[src/rtl/sm83_dma_pkg.sv]
// rtl/sm83_dma_pkg.sv - shared state type, constants and echo-RAM fold for the SM83 OAM DMA
package sm83_dma_pkg;

  typedef enum logic [1:0] {
    IDLE  = 2'd0,
    START = 2'd1,
    XFER  = 2'd2
  } dma_state_t;

  localparam logic [15:0] DMA_REG_ADDR  = 16'hFF46;
  localparam int unsigned DMA_OAM_LEN   = 160;
  localparam logic [7:0]  DMA_ECHO_BASE = 8'hE0;
  localparam logic [7:0]  DMA_HI_PAGE   = 8'hFF;

  // Source pages E0..FF alias work RAM at C0..DF.
  function automatic logic [7:0] dma_src_eff(input logic [7:0] src);
    return (src >= DMA_ECHO_BASE) ? (src - 8'h20) : src;
  endfunction

endpackage

[src/rtl/sm83_dma_bus_mux.sv]
// rtl/sm83_dma_bus_mux.sv - combinational CPU/DMA external-bus gating and CPU read-data return
module sm83_dma_bus_mux
  import sm83_dma_pkg::*;
#(
  parameter logic [15:0] REG_ADDR = DMA_REG_ADDR
) (
  input  logic        dma_active,
  input  logic [15:0] dma_addr,
  input  logic [7:0]  reg_rdata,
  input  logic [15:0] cpu_addr,
  input  logic        cpu_rd,
  input  logic        cpu_wr,
  input  logic [7:0]  cpu_dout,
  output logic [7:0]  cpu_din,
  output logic [15:0] ext_addr,
  output logic        ext_rd,
  output logic        ext_wr,
  output logic [7:0]  ext_dout,
  input  logic [7:0]  ext_din
);

  logic hi_page;
  logic dma_owns;
  logic reg_hit;

  // IO/HRAM stays reachable during a copy; everything else belongs to the DMA.
  assign hi_page  = (cpu_addr[15:8] == DMA_HI_PAGE);
  assign dma_owns = dma_active && !hi_page;
  assign reg_hit  = (cpu_addr == REG_ADDR);

  always_comb begin
    ext_addr = cpu_addr;
    ext_rd   = cpu_rd;
    ext_wr   = cpu_wr;
    ext_dout = cpu_dout;
    cpu_din  = ext_din;
    if (dma_owns) begin
      ext_addr = dma_addr;
      ext_rd   = 1'b1;
      ext_wr   = 1'b0;
      ext_dout = 8'h00;
      cpu_din  = 8'hFF;
    end else if (reg_hit) begin
      cpu_din  = reg_rdata;
    end
  end

endmodule

[src/rtl/sm83_oam_dma.sv]
// rtl/sm83_oam_dma.sv - OAM DMA sequencer and bus arbiter; SM83_DMA_READBACK_EN makes FF46 readable
module sm83_oam_dma
  import sm83_dma_pkg::*;
#(
  parameter int unsigned OAM_LEN  = DMA_OAM_LEN,
  parameter logic [15:0] REG_ADDR = DMA_REG_ADDR
) (
  input  logic        clk,
  input  logic        reset,
  input  logic        t1,
  input  logic        t2,
  input  logic        t3,
  input  logic        t4,
  input  logic [15:0] cpu_addr,
  input  logic        cpu_rd,
  input  logic        cpu_wr,
  input  logic [7:0]  cpu_dout,
  output logic [7:0]  cpu_din,
  output logic [15:0] ext_addr,
  output logic        ext_rd,
  output logic        ext_wr,
  output logic [7:0]  ext_dout,
  input  logic [7:0]  ext_din,
  output logic [7:0]  oam_addr,
  output logic [7:0]  oam_wdata,
  output logic        oam_we,
  output logic        dma_active
);

  localparam logic [7:0] LAST_IDX = 8'(OAM_LEN - 1);

  dma_state_t state;
  logic [7:0] src;
  logic [7:0] xfer_src;
  logic [7:0] idx;
  logic       m_end;
  logic       trigger;
  logic       last_byte;
  logic [7:0] reg_rdata;

  // A malformed strobe pattern must never advance the copy.
  assign m_end     = t4 && !(t1 || t2 || t3);
  assign trigger   = m_end && cpu_wr && (cpu_addr == REG_ADDR);
  assign last_byte = (idx == LAST_IDX);

`ifdef SM83_DMA_READBACK_EN
  assign reg_rdata = src;
`else
  assign reg_rdata = 8'hFF;
`endif

  // xfer_src is the page of the copy in flight, so a restart can update src
  // while the old copy keeps running through START.
  always_ff @(posedge clk or negedge reset) begin
    if (!reset) begin
      state      <= IDLE;
      src        <= 8'hFF;
      xfer_src   <= 8'h00;
      idx        <= 8'h00;
      dma_active <= 1'b0;
    end else if (m_end) begin
      if (dma_active) begin
        idx <= idx + 8'd1;
        if (last_byte) dma_active <= 1'b0;
      end
      if (trigger) begin
        src   <= cpu_dout;
        state <= START;
      end else begin
        case (state)
          START: begin
            idx        <= 8'h00;
            xfer_src   <= dma_src_eff(src);
            dma_active <= 1'b1;
            state      <= XFER;
          end
          XFER: begin
            if (last_byte) state <= IDLE;
          end
          default: state <= state;
        endcase
      end
    end
  end

  assign oam_we    = dma_active && m_end;
  assign oam_addr  = idx;
  assign oam_wdata = ext_din;

  sm83_dma_bus_mux #(
    .REG_ADDR (REG_ADDR)
  ) u_bus_mux (
    .dma_active (dma_active),
    .dma_addr   ({xfer_src, idx}),
    .reg_rdata  (reg_rdata),
    .cpu_addr   (cpu_addr),
    .cpu_rd     (cpu_rd),
    .cpu_wr     (cpu_wr),
    .cpu_dout   (cpu_dout),
    .cpu_din    (cpu_din),
    .ext_addr   (ext_addr),
    .ext_rd     (ext_rd),
    .ext_wr     (ext_wr),
    .ext_dout   (ext_dout),
    .ext_din    (ext_din)
  );

endmodule

[config.mk]
export PLATFORM = sky130hd
export DESIGN_NAME = sm83_oam_dma
export DESIGN_NICKNAME = d
export VERILOG_FILES = /design/src/rtl/sm83_dma_pkg.sv /design/src/rtl/sm83_dma_bus_mux.sv /design/src/rtl/sm83_oam_dma.sv
export SDC_FILE = /design/constraint.sdc
export NUM_CORES = 1
export LEC_CHECK = 0
export BUFFER_PORTS_ARGS = -buffer_cell sky130_fd_sc_hd__buf_2
export CORE_MARGIN = 10
export CORE_UTILIZATION = 48
export DETAILED_ROUTE_END_ITERATION = 8
export GPL_ROUTABILITY_DRIVEN = 0
export GPL_TIMING_DRIVEN = 0
export PLACE_DENSITY_LB_ADDON = 0.3
export SETUP_SLACK_MARGIN = 0.15
export SLEW_MARGIN = 20
export SYNTH_ARGS = -nofsm -noshare
export SYNTH_HDL_FRONTEND = slang
export SYNTH_SLANG_ARGS = --single-unit
[constraint.sdc]
create_clock -name clk -period 5.87 [get_ports clk]
set_input_delay 1.4675 -clock clk [delete_from_list [all_inputs] [get_ports clk]]
set_output_delay 1.4675 -clock clk [all_outputs]
set_load 0.05 [all_outputs]
* Yosys cells after proc, flatten, opt, wreduce, memory -nomap -nowiden
Index checks and enable logic that the tools add are counted.
Widths: inputs -> output; s select.
** Cells by class
- $add $sub $neg :: 2
- Magnitude comparators :: 1
- Equality and inequality tests :: 6
- Muxes and demuxes :: 17
- Bitwise logic cells :: 1
- Reduce and logical (&&, ||, !) cells :: 13
** Operators with widths (number)
- $mux 8 :: 7
- $eq 16x16->1 const B :: 1
- $eq 8x8->1 const B :: 2
- $mux 16 :: 1
- $add 8x1->8 const B :: 1
- $ge 8x8->1 const B :: 1
- $sub 8x6->8 const B :: 1
- $mux 1 :: 6
- $reduce_and 3->1 :: 2
- $logic_and 1x1->1 :: 5
- $mux 2 :: 2
- $pmux 2 s2 :: 1
- $ne 3x3->1 const B :: 1
- $reduce_bool 3->1 :: 1
- $eq 2x1->1 const B :: 1
- $eq 2x2->1 const B :: 1
- $logic_not 1->1 :: 2
- $logic_or 1x1->1 :: 2
- $reduce_and 2->1 :: 1
- $not 1->1 :: 1
** Storage, ports and cells
- Register bits after elaboration :: 27
- Input bits :: 40
- Output and inout bits :: 52
- Word-level logic and storage cells :: 45

* Depth between registers and ports, before layout
Gate-level depths: netlist of run 1.
- Word-level depth :: 8
- Mapped depth :: 5
- Depth with buffers taken out :: 5

* By module
From an unflattened synthesis of run 1, not the netlist that was laid out.
** Unflattened totals
- Cell total of the unflattened synthesis :: 154
- Area total of the unflattened synthesis :: 1740.4 um2
** Modules (own cells, without submodules)
- sm83_oam_dma :: instances 1, cells an instance 110, area an instance 1330.0 um2, seq. area each 685.7 um2
- sm83_dma_bus_mux :: instances 1, cells an instance 44, area an instance 410.4 um2, seq. area each 0.0 um2

* Least setup slack after synthesis of run 1
No wires, ideal clock.
- Path kind :: input-to-output
- From :: in cpu_addr[8]
- To :: out ext_addr[10]
- Arrival :: 3.009 ns
- Setup slack :: 1.394 ns
- Cell stages on the path :: 4
- Buffers on the path :: 1
- Path through :: nand4_1 -> o21ai_1 -> clkbuf_1 -> mux2_2
** Between the ends
- Word-level cells in the longest chain between the ends :: 4
** Ends and longest elaborated chain
- start: declaration :: RTL line sm83_oam_dma.sv:14 : input logic [15:0] cpu_addr,
- $eq 8x8->1 :: RTL line sm83_dma_bus_mux.sv:27 : assign hi_page = (cpu_addr[15:8] == DMA_HI_PAGE);
- $logic_not 1->1 :: RTL line sm83_dma_bus_mux.sv:28 : assign dma_owns = dma_active && !hi_page;
- $logic_and 1x1->1 :: RTL line sm83_dma_bus_mux.sv:28
- $mux 16 :: RTL line sm83_dma_bus_mux.sv:37 : if (dma_owns) begin
- end: declaration :: RTL line sm83_oam_dma.sv:19 : output logic [15:0] ext_addr,
Every way passes these cells.

* Worst setup path after layout of run 1
- From :: in cpu_addr[8]
- To :: out ext_addr[11]
The elaborated chain is that of the path after synthesis.

==> results of run 1 <==
[synth_stat cells, types with 2 or more instances]
library cell	instances	area, sq um
mux2_2	28	315
dfrtp_1	19	475
buf_4	16	120
and2_1	11	68.8
dfstp_2	8	210
nor2_1	8	30.0
or2_2	8	50.1
nand2_1	6	22.5
nand4_1	6	37.5
o21ai_0	6	30.0
inv_1	5	18.8
nand3_1	5	25.0
xor2_1	4	35.0
a21oi_1	3	15.0
clkbuf_1	3	11.3
xnor2_1	3	26.3
a31oi_1	2	12.5
ha_1	2	25.0
nor3_1	2	10.0
or4b_1	2	20.0
[cell type report]
class,instances,area share
multi-input cells,109,0.388
flip-flops and latches,27,0.302
repair buffers,91,0.200
plain buffers,21,0.0649
well taps,46,0.0253
clock buffers,4,0.0116
inverters,5,0.00826
[worst paths after layout]
path,startpoint,to,cells after the start
max in group asynchronous,reset,src[3],1
hold reg to reg,xfer_src[7],xfer_src[7],1
min in group asynchronous,reset,xfer_src[4],1
hold / removal,xfer_src[7],xfer_src[7],1
setup reg to reg,oam_addr[0],dma_active,4
setup / recovery,cpu_addr[8],ext_addr[11],6
[logic make-up after synthesis]
family                     share of synthesized area
AOI/OAI and AO/OA                             0.0572
adders and majority gates                     0.0145
xor gates and xnor gates                      0.0355
muxes                                          0.191
DFF                                            0.397
buffers and inverters                         0.0963
and+or+nand+nor                                0.209
[routing by layer]
metal | part of all wire | vias up | global-route usage
met4 | 0.0030 | 0 | 0.0211
met1 | 0.43 | 693 | 0.166
met5 | 0 | - | 0
li1 | - | 739 | -
met2 | 0.46 | 73 | 0.249
met3 | 0.11 | 2 | 0.0484
[per-stage QoR]
step	area, sq um	instances
global placement	2240	299
global route	2270	303
CTS	2270	303
detailed placement	2250	299
floorplan	1730	162
finish	2270	303
[report_power, final]
part           internal [W]  leakage (nW)  switching [W]
sequential         0.000188         0.347     0.00000287
combinational     0.0000405         0.845      0.0000970
clock             0.0000265        0.0150      0.0000509
[worst max-delay path, cell delays in order]
cell      delay, ns
buf_2          0.09
nand4_1        0.23
o21ai_1        0.70
clkbuf_1       0.52
mux2_2         0.40
buf_2          0.21
[registers in the layout, summed over array words and instances (netlist names)]
| name | flops |
|---|---|
| oam_addr | 8 |
| src | 8 |
| xfer_src | 8 |
| state | 2 |
| dma_active | 1 |
==> impl_metrics.env, run 1 <==
export IMPL_cellLeakagePower_nw=1.21
export IMPL_crit_path_end_kind="output port"
export IMPL_clock_skew_ns=0.00307
export IMPL_firstDrtPassIters=4
export IMPL_ys_seq_area_frac=0.397
export IMPL_hold_viol_final=0
export IMPL_netlist_instances=162
export IMPL_final_util=0.666
export IMPL_power_w=0.000406
export IMPL_post_drt_via_cell_ratio=4.97
export IMPL_coreArea_sq_mm=0.00342
export IMPL_slew_viol_final=0
export IMPL_ant_nets=0
export IMPL_cts_buffer_depth=2
export IMPL_crit_required_ns=4.40
export IMPL_clk_latency_ns=0.31
export IMPL_post_cts_buffers=0
export IMPL_drt_iter0_drc=64
export IMPL_dp_hpwl_microns=4010
export IMPL_ys_seq_elements=27
export IMPL_syn_area_sq_mm=0.00173
export IMPL_n_fill_cell=303
export IMPL_synth_distinct_cells=35
export IMPL_finalCritPeriodShare=0.868
export IMPL_track_usage=0.142
export IMPL_numCtsBuffers=3
export IMPL_antenna_found_initial=0
export IMPL_grt_pass1_vias=1659
export IMPL_cts_num_sinks=27
export IMPL_post_place_ws_ns=0.770
export IMPL_path_class="in2out"
export IMPL_whs_ns=0.527
export IMPL_yosys_warnings=0
export IMPL_setup_ws_ns=0.776
export IMPL_areaGrowthSynthToFinish_pct=31.6
export IMPL_finalSetupTns_ns=0
export IMPL_drive_gt1_frac=0.638
export IMPL_pwr_density_cell_mw_per_mm2=179
export IMPL_synthFlopType="dfrtp_1"
export IMPL_wl_per_cell_microns=15.6
export IMPL_drt_wl_total_microns=4730
export IMPL_start_util=0.506
export IMPL_fmax_mhz=196
export IMPL_worst_slew_pin_slew_ns=0.783
export IMPL_clk_pin_slew_ns=0.14
export IMPL_diodes=0
export IMPL_start_kind="input port"
export IMPL_regToRegSetupSlack_ns=4.10
export IMPL_tritoncts="built"
export IMPL_syn_avg_cell_area_sq_um=10.7
export IMPL_synth_fp_nets=204
export IMPL_cts_hold_fix_buffers=0
export IMPL_final_min_clock_period_ns=5.09
export IMPL_synth_edff_count=0
export IMPL_drc=0
export IMPL_regArea_sq_um=686
export IMPL_cp_max_fo=10
export IMPL_fp_dieArea_sq_mm=0.00640
export IMPL_die_width_microns=80
export IMPL_ctsResizeCount=0
export IMPL_synthArstFlopShare=1.00
export IMPL_rows=21
export IMPL_maxCapViolCount=0
export IMPL_multi_input_area_sq_um=882
export IMPL_portBuffers=91
export IMPL_status="finished clean"
export IMPL_rsz0062_at_grt="false"
export IMPL_grt_pass1_wl_microns=7610
export IMPL_dieHeight_microns=80
export IMPL_grt_overflow=0
export IMPL_layout_commonest_cell="buf_2"
export IMPL_num_nets_final=300
export IMPL_clock_tree_root_cell="clkbuf_4"
export IMPL_final_cell_mix="91 x buf_2, 28 x mux2_2, 19 x dfrtp_1"
export IMPL_peakVddDrop_mv=0.132
export IMPL_ios=92
export IMPL_grt_start_max_net_pins=28
export IMPL_arrival_ns=3.63
export IMPL_relSlewSlack=0.475
export IMPL_via_count=1507
export IMPL_h_tree_depth=1
export IMPL_final_setup_viol_count=0
export IMPL_hold_class="reg2reg"
No activity file was read; power rests on OpenSTA's default activity.
==> run 2: changes to the inputs <==
--- a/config.mk
+++ b/config.mk
@@ -7,7 +7,7 @@
 export LEC_CHECK = 0
 export BUFFER_PORTS_ARGS = -buffer_cell sky130_fd_sc_hd__buf_2
 export CORE_MARGIN = 10
-export CORE_UTILIZATION = 48
+export CORE_UTILIZATION = 45
 export DETAILED_ROUTE_END_ITERATION = 8
 export GPL_ROUTABILITY_DRIVEN = 0
 export GPL_TIMING_DRIVEN = 0
@@ -16,4 +16,5 @@
 export SLEW_MARGIN = 20
 export SYNTH_ARGS = -nofsm -noshare
 export SYNTH_HDL_FRONTEND = slang
+export SYNTH_HIERARCHICAL = 1
 export SYNTH_SLANG_ARGS = --single-unit
==> constraint.sdc (replaced) <==
create_clock -name clk -period 5.5 [get_ports clk]
set_input_delay 1.375 -clock clk [delete_from_list [all_inputs] [get_ports clk]]
set_output_delay 1.375 -clock clk [all_outputs]
set_load 0.05 [all_outputs]
==> impl_metrics.env, run 2 <==
export IMPL_start_util=0.472
export IMPL_coreArea_sq_mm=0.00369
export IMPL_worst_slew_pin_slew_ns=0.593
export IMPL_synthArstFlopShare=1.00
export IMPL_die_width_microns=82.2
export IMPL_synth_common_cells="32 x mux2_2, 19 x dfrtp_1, 10 x and2_1"
export IMPL_synth_edff_count=0
export IMPL_switching_share=0.348
export IMPL_crit_path_end_kind="output port"
export IMPL_antenna_found_initial=0
export IMPL_switching_power_w=0.000152
export IMPL_arrival_ns=3.14
export IMPL_n_fill_cell=345
export IMPL_rsz0062_at_grt="false"
export IMPL_numCtsBuffers=3
export IMPL_maxCapViolCount=0
export IMPL_slew_viol_final=0
export IMPL_grt_pass1_wl_microns=7680
export IMPL_h_tree_depth=1
export IMPL_fmax_mhz=222
export IMPL_diodes=0
export IMPL_ant_nets=0
export IMPL_synth_distinct_cells=38
export IMPL_tritoncts="built"
export IMPL_ios=92
export IMPL_yosys_warnings=6
export IMPL_relSlewSlack=0.604
export IMPL_synthAdderAreaFrac=0.0144
export IMPL_netlist_top_cells_area="dfrtp_1 27%, mux2_2 21%, dfstp_2 12%"
export IMPL_post_place_ws_ns=0.979
export IMPL_synthDominantCellAreaShare=0.273
export IMPL_setup_ws_ns=0.988
export IMPL_drt_wl_total_microns=4870
export IMPL_fp_dieArea_sq_mm=0.00676
export IMPL_drt_iter0_drc=29
export IMPL_layout_commonest_cell="buf_2"
export IMPL_hold_class="reg2reg"
export IMPL_grt_start_max_net_pins=28
export IMPL_post_drt_via_cell_ratio=5.15
export IMPL_p_int_w=0.000286
export IMPL_synth_compound_area_frac=0.0863
export IMPL_syn_area_sq_mm=0.00174
export IMPL_drc=0
export IMPL_rows=22
export IMPL_synth_xor_area_share=0.0352
export IMPL_dieHeight_microns=82.2
export IMPL_cp_max_fo=9
export IMPL_finalCritPeriodShare=0.820
export IMPL_seqPwrFrac=0.457
export IMPL_post_cts_buffers=0
export IMPL_power_w=0.000438
export IMPL_ctsResizeCount=0
export IMPL_status="finished clean"
export IMPL_via_count=1565
export IMPL_grt_pass1_vias=1599
export IMPL_syn_avg_cell_area_sq_um=11.3
export IMPL_hold_viol_final=0
export IMPL_clock_skew_ns=0.00324
export IMPL_portBuffers=91
export IMPL_netlist_instances=154
export IMPL_grt_overflow=0
export IMPL_dp_hpwl_microns=4060
export IMPL_firstDrtPassIters=4
export IMPL_crit_required_ns=4.12
export IMPL_clk_latency_ns=0.28
export IMPL_final_setup_viol_count=0
export IMPL_cts_num_sinks=27
export IMPL_areaGrowthSynthToFinish_pct=33.9
export IMPL_yosys_area_share_simple=0.200
export IMPL_pwr_density_cell_mw_per_mm2=188
export IMPL_yosys_cell_count_top_type="mux2_2"
export IMPL_track_usage=0.143
export IMPL_synth_area_leader_cell="dfrtp_1"
export IMPL_final_cell_mix="92 x buf_2, 32 x mux2_2, 19 x dfrtp_1"
export IMPL_ys_seq_elements=27
export IMPL_cellLeakagePower_nw=1.19
export IMPL_drive_gt1_frac=0.598
export IMPL_ys_seq_area_frac=0.394
export IMPL_finalSetupTns_ns=0
export IMPL_synthFlopType="dfrtp_1"
export IMPL_clk_pin_slew_ns=0.09
export IMPL_start_kind="input port"
export IMPL_p_comb_frac=0.276
export IMPL_clock_tree_root_cell="clkbuf_8"
export IMPL_path_class="in2out"
export IMPL_final_min_clock_period_ns=4.51
export IMPL_cts_buffer_depth=2
export IMPL_synth_top_family_by_area="multiplexers"
export IMPL_peakVddDrop_mv=0.214
export IMPL_synth_area_mux_share=0.207
export IMPL_wl_per_cell_microns=16.0
export IMPL_num_nets_final=299
export IMPL_p_clk_frac=0.267
export IMPL_cts_hold_fix_buffers=0
run 2: logic make-up (layout without fill, tap and decap cells):
| logic type | after synthesis | in the layout |
|---|---|---|
| buffers and inverters | 16 | 111 |
| and+or+nand+nor | 51 | 51 |
| AOI/OAI and AO/OA | 18 | 18 |
| adders and majority gates | 2 | 2 |
| other | 1 | 8 |
| xor gates and xnor gates | 7 | 7 |
| muxes | 32 | 32 |
| DFF | 27 | 27 |
run 2: final cells by class:
class                   instances  area (sq um)  share of cell area
plain buffers                  12          91.3              0.0392
clock buffers                   3          41.3              0.0177
clock inverters                 1          7.51             0.00322
inverters                       4          15.0             0.00644
multi-input cells             118           975               0.418
flip-flops and latches         27           686               0.294
well taps                      48          60.1              0.0258
repair buffers                 91           455               0.195
run 2: metrics by stage:
step                      area, sq um  cells  hold slack [ns]  utilization
after floorplan                  1770    161            0.477            -
after global placement           2280    300            0.486        0.619
after detailed placement         2280    300            0.493        0.619
after CTS                        2330    304            0.516        0.632
after global routing             2330    304            0.530        0.632
final                            2330    304            0.513        0.632
run 2: power by group through the flow:
stage	Sequential, W	Combinational, W	Clock, W
finish	0.000200	0.000121	0.000117
global route	0.000200	0.000128	0.000130
CTS	0.000200	0.000122	0.000120
detailed placement	0.000204	0.000122	0
global placement	0.000204	0.000121	0
floorplan	0.000206	0.0000795	0
run 2: path summary, 6_finish.rpt:
| kind | cells past startpoint | slack, ns | from | to |
|---|---|---|---|---|
| setup / recovery | 7 | 0.99 | cpu_addr[0] | cpu_din[7] |
| setup reg to reg | 3 | 3.74 | oam_addr[5] | dma_active |
| max in group asynchronous | 1 | 4.02 | reset | xfer_src[2] |
| hold reg to reg | 1 | 0.51 | xfer_src[7] | xfer_src[7] |
| hold / removal | 1 | 0.51 | xfer_src[7] | xfer_src[7] |
| min in group asynchronous | 1 | 1.09 | reset | xfer_src[3] |
run 2: layer usage:
layer / up-vias / wire (microns) / GRT usage
li1: 753 / - / -
met1: 751 / 1940 / 0.158
met2: 54 / 2450 / 0.259
met3: 7 / 428 / 0.0400
met4: 0 / 51 / 0.0442
met5: - / 0 / 0
run 2: critical path, stage by stage:
cell     delay (ns)
buf_2          0.12
or4b_1         0.50
or4_1          0.50
buf_6          0.17
nand2_8        0.07
o22a_1         0.14
buf_2          0.26
==> run 3: changes to the inputs <==
--- a/config.mk
+++ b/config.mk
@@ -5,9 +5,10 @@
 export SDC_FILE = /design/constraint.sdc
 export NUM_CORES = 1
 export LEC_CHECK = 0
+export ABC_AREA = 1
 export BUFFER_PORTS_ARGS = -buffer_cell sky130_fd_sc_hd__buf_2
 export CORE_MARGIN = 10
-export CORE_UTILIZATION = 45
+export CORE_UTILIZATION = 47
 export DETAILED_ROUTE_END_ITERATION = 8
 export GPL_ROUTABILITY_DRIVEN = 0
 export GPL_TIMING_DRIVEN = 0
==> constraint.sdc (replaced) <==
create_clock -name clk -period 4.55 [get_ports clk]
set_input_delay 1.1375 -clock clk [delete_from_list [all_inputs] [get_ports clk]]
set_output_delay 1.1375 -clock clk [all_outputs]
set_load 0.05 [all_outputs]
==> impl_metrics.env, run 3 <==
export IMPL_netlist_top_cells_area="dfrtp_1 25%, nand2_1 22%, dfstp_2 11%"
export IMPL_slew_viol_final=0
export IMPL_cp_startpoint="cpu_addr[10]"
export IMPL_crit_chain="buf_2 > nand2_1 > nor2_1 > nand2_2 > nand2_4 > inv_4 > buf_6 > nand2_1 > nand2_1 > buf_2"
export IMPL_worst_slew_pin_slew_ns=0.595
export IMPL_drc=0
export IMPL_grt_pass1_vias=2080
export IMPL_n_fill_cell=361
export IMPL_relSlewSlack=0.604
export IMPL_final_min_clock_period_ns=3.42
export IMPL_track_usage=0.155
export IMPL_ant_nets=0
export IMPL_power_w=0.000583
export IMPL_synth_top_family_by_area="simple AND/OR/NAND/NOR gates"
export IMPL_netlist_instances=290
export IMPL_cts_buffer_depth=2
export IMPL_synth_edff_count=0
export IMPL_h_tree_depth=1
export IMPL_path_class="in2out"
export IMPL_fp_dieArea_sq_mm=0.00708
export IMPL_ys_seq_elements=27
export IMPL_post_drt_via_cell_ratio=4.62
export IMPL_grt_pass1_wl_microns=9490
export IMPL_start_util=0.483
export IMPL_pwr_density_cell_mw_per_mm2=231
export IMPL_hold_viol_final=0
export IMPL_diodes=0
export IMPL_worst_path_max_delay_cell="buf_2"
export IMPL_cp_max_fo=10
export IMPL_synth_area_mux_share=0
export IMPL_place_area_sq_mm=0.00248
export IMPL_crit_path_end_kind="output port"
export IMPL_dp_hpwl_microns=4560
export IMPL_start_kind="input port"
export IMPL_ios=92
export IMPL_arrival_ns=2.29
export IMPL_clock_skew_ns=0.00325
export IMPL_grt_start_max_net_pins=28
export IMPL_grt_overflow=0
export IMPL_coreArea_sq_mm=0.00400
export IMPL_ctsResizeCount=0
export IMPL_final_cell_mix="115 x nand2_1, 92 x buf_2, 36 x inv_1"
export IMPL_worstReg2RegStart="oam_addr[1]"
export IMPL_yosys_cell_count_top_type="nand2_1"
export IMPL_cellLeakagePower_nw=1.47
export IMPL_layout_commonest_cell="nand2_1"
export IMPL_syn_avg_cell_area_sq_um=6.67
export IMPL_min_from="state[1]"
export IMPL_die_width_microns=84.1
export IMPL_finalCritPeriodShare=0.753
export IMPL_wl_per_cell_microns=12.7
export IMPL_synth_xor_area_share=0.0227
export IMPL_antenna_found_initial=0
export IMPL_synthDominantCellAreaShare=0.246
export IMPL_cts_num_sinks=27
export IMPL_synth_area_leader_cell="dfrtp_1"
export IMPL_synthFlopType="dfrtp_1"
export IMPL_peakVddDrop_mv=0.186
export IMPL_ys_seq_area_frac=0.355
export IMPL_crit_required_ns=3.41
export IMPL_dieHeight_microns=84.1
export IMPL_firstDrtPassIters=4
export IMPL_fmax_mhz=292
export IMPL_yosys_area_share_simple=0.427
export IMPL_clk_pin_slew_ns=0.09
export IMPL_synth_distinct_cells=26
export IMPL_post_cts_buffers=0
export IMPL_stdcell_area_sq_mm=0.00252
export IMPL_areaGrowthSynthToFinish_pct=30.5
export IMPL_drt_iter0_drc=93
export IMPL_drive_gt1_frac=0.362
export IMPL_maxCapViolCount=0
export IMPL_tritoncts="built"
export IMPL_rsz0062_at_grt="false"
export IMPL_status="finished clean"
export IMPL_portBuffers=91
export IMPL_yosys_warnings=6
export IMPL_synth_common_cells="115 x nand2_1, 36 x inv_1, 25 x nand3_1"
export IMPL_finalSetupTns_ns=0
export IMPL_clk_latency_ns=0.27
export IMPL_syn_area_sq_mm=0.00193
export IMPL_num_nets_final=435
export IMPL_hold_class="reg2reg"
export IMPL_final_setup_viol_count=0
export IMPL_synth_compound_area_frac=0.0408
export IMPL_final_util=0.631
export IMPL_cpMostUsedCell="nand2_1"
export IMPL_numCtsBuffers=3
export IMPL_rows=23
export IMPL_via_count=2041
export IMPL_cts_hold_fix_buffers=0
export IMPL_synthAdderAreaFrac=0.0129
export IMPL_drt_wl_total_microns=5610
export IMPL_clock_tree_root_cell="clkbuf_8"
export IMPL_critical_path_max_stage_delay_ns=0.26
export IMPL_synthArstFlopShare=1.00
run 3: routing by layer:
metal | vias to the layer above | share of wire | GRT usage
li1 | 1060 | - | -
met1 | 887 | 0.43 | 0.182
met2 | 83 | 0.45 | 0.258
met3 | 11 | 0.099 | 0.0531
met4 | 0 | 0.021 | 0.0518
met5 | - | 0 | 0
run 3: worst max-delay path: cells and delay by family:
family	cells	cell delay, ns
buffers and inverters	4	0.66
and+or+nand+nor	6	0.49
run 3: final cells by class:
cell class	count	area [sq um]	area share
multi-input cells	216	1000	0.398
flip-flops and latches	27	686	0.272
repair buffers	91	455	0.181
inverters	39	149	0.0590
plain buffers	15	121	0.0481
well taps	50	62.6	0.0248
clock buffers	4	45.0	0.0179
run 3: path summary, 6_finish.rpt:
check / to / slack [ns] / cells past startpoint
max in group asynchronous: dma_active / 3.31 / 1
worst max register to register: state[0] / 3.09 / 10
worst min register to register: state[1] / 0.48 / 2
min in group asynchronous: oam_addr[1] / 0.86 / 1
worst max-delay path: ext_addr[12] / 1.13 / 10
worst min-delay path: state[1] / 0.48 / 2
run 3: power breakdown:
part,total [W],internal (W),switching [W]
sequential,0.000250,0.000244,0.00000595
clock,0.000138,0.0000628,0.0000755
combinational,0.000195,0.0000513,0.000143
run 3: stage by stage:
stage | hold slack (ns) | setup slack, ns | instances
6_report | 0.481 | 1.13 | 442
5_1_grt | 0.503 | 1.04 | 442
4_1_cts | 0.481 | 1.14 | 442
3_5_place_dp | 0.458 | 1.15 | 438
3_3_place_gp | 0.459 | 1.15 | 438
2_1_floorplan | 0.442 | 0.780 | 297
run 3: cell families (layout without fill, tap and decap cells):
kind of cell,after synthesis,after routing
AO/OA/AOI/OAI,15,15
other,1,8
AND/OR/NAND/NOR,186,186
flip-flops,27,27
adder cells (fa/ha/maj),2,2
XOR/XNOR,5,5
buffers and inverters,54,149
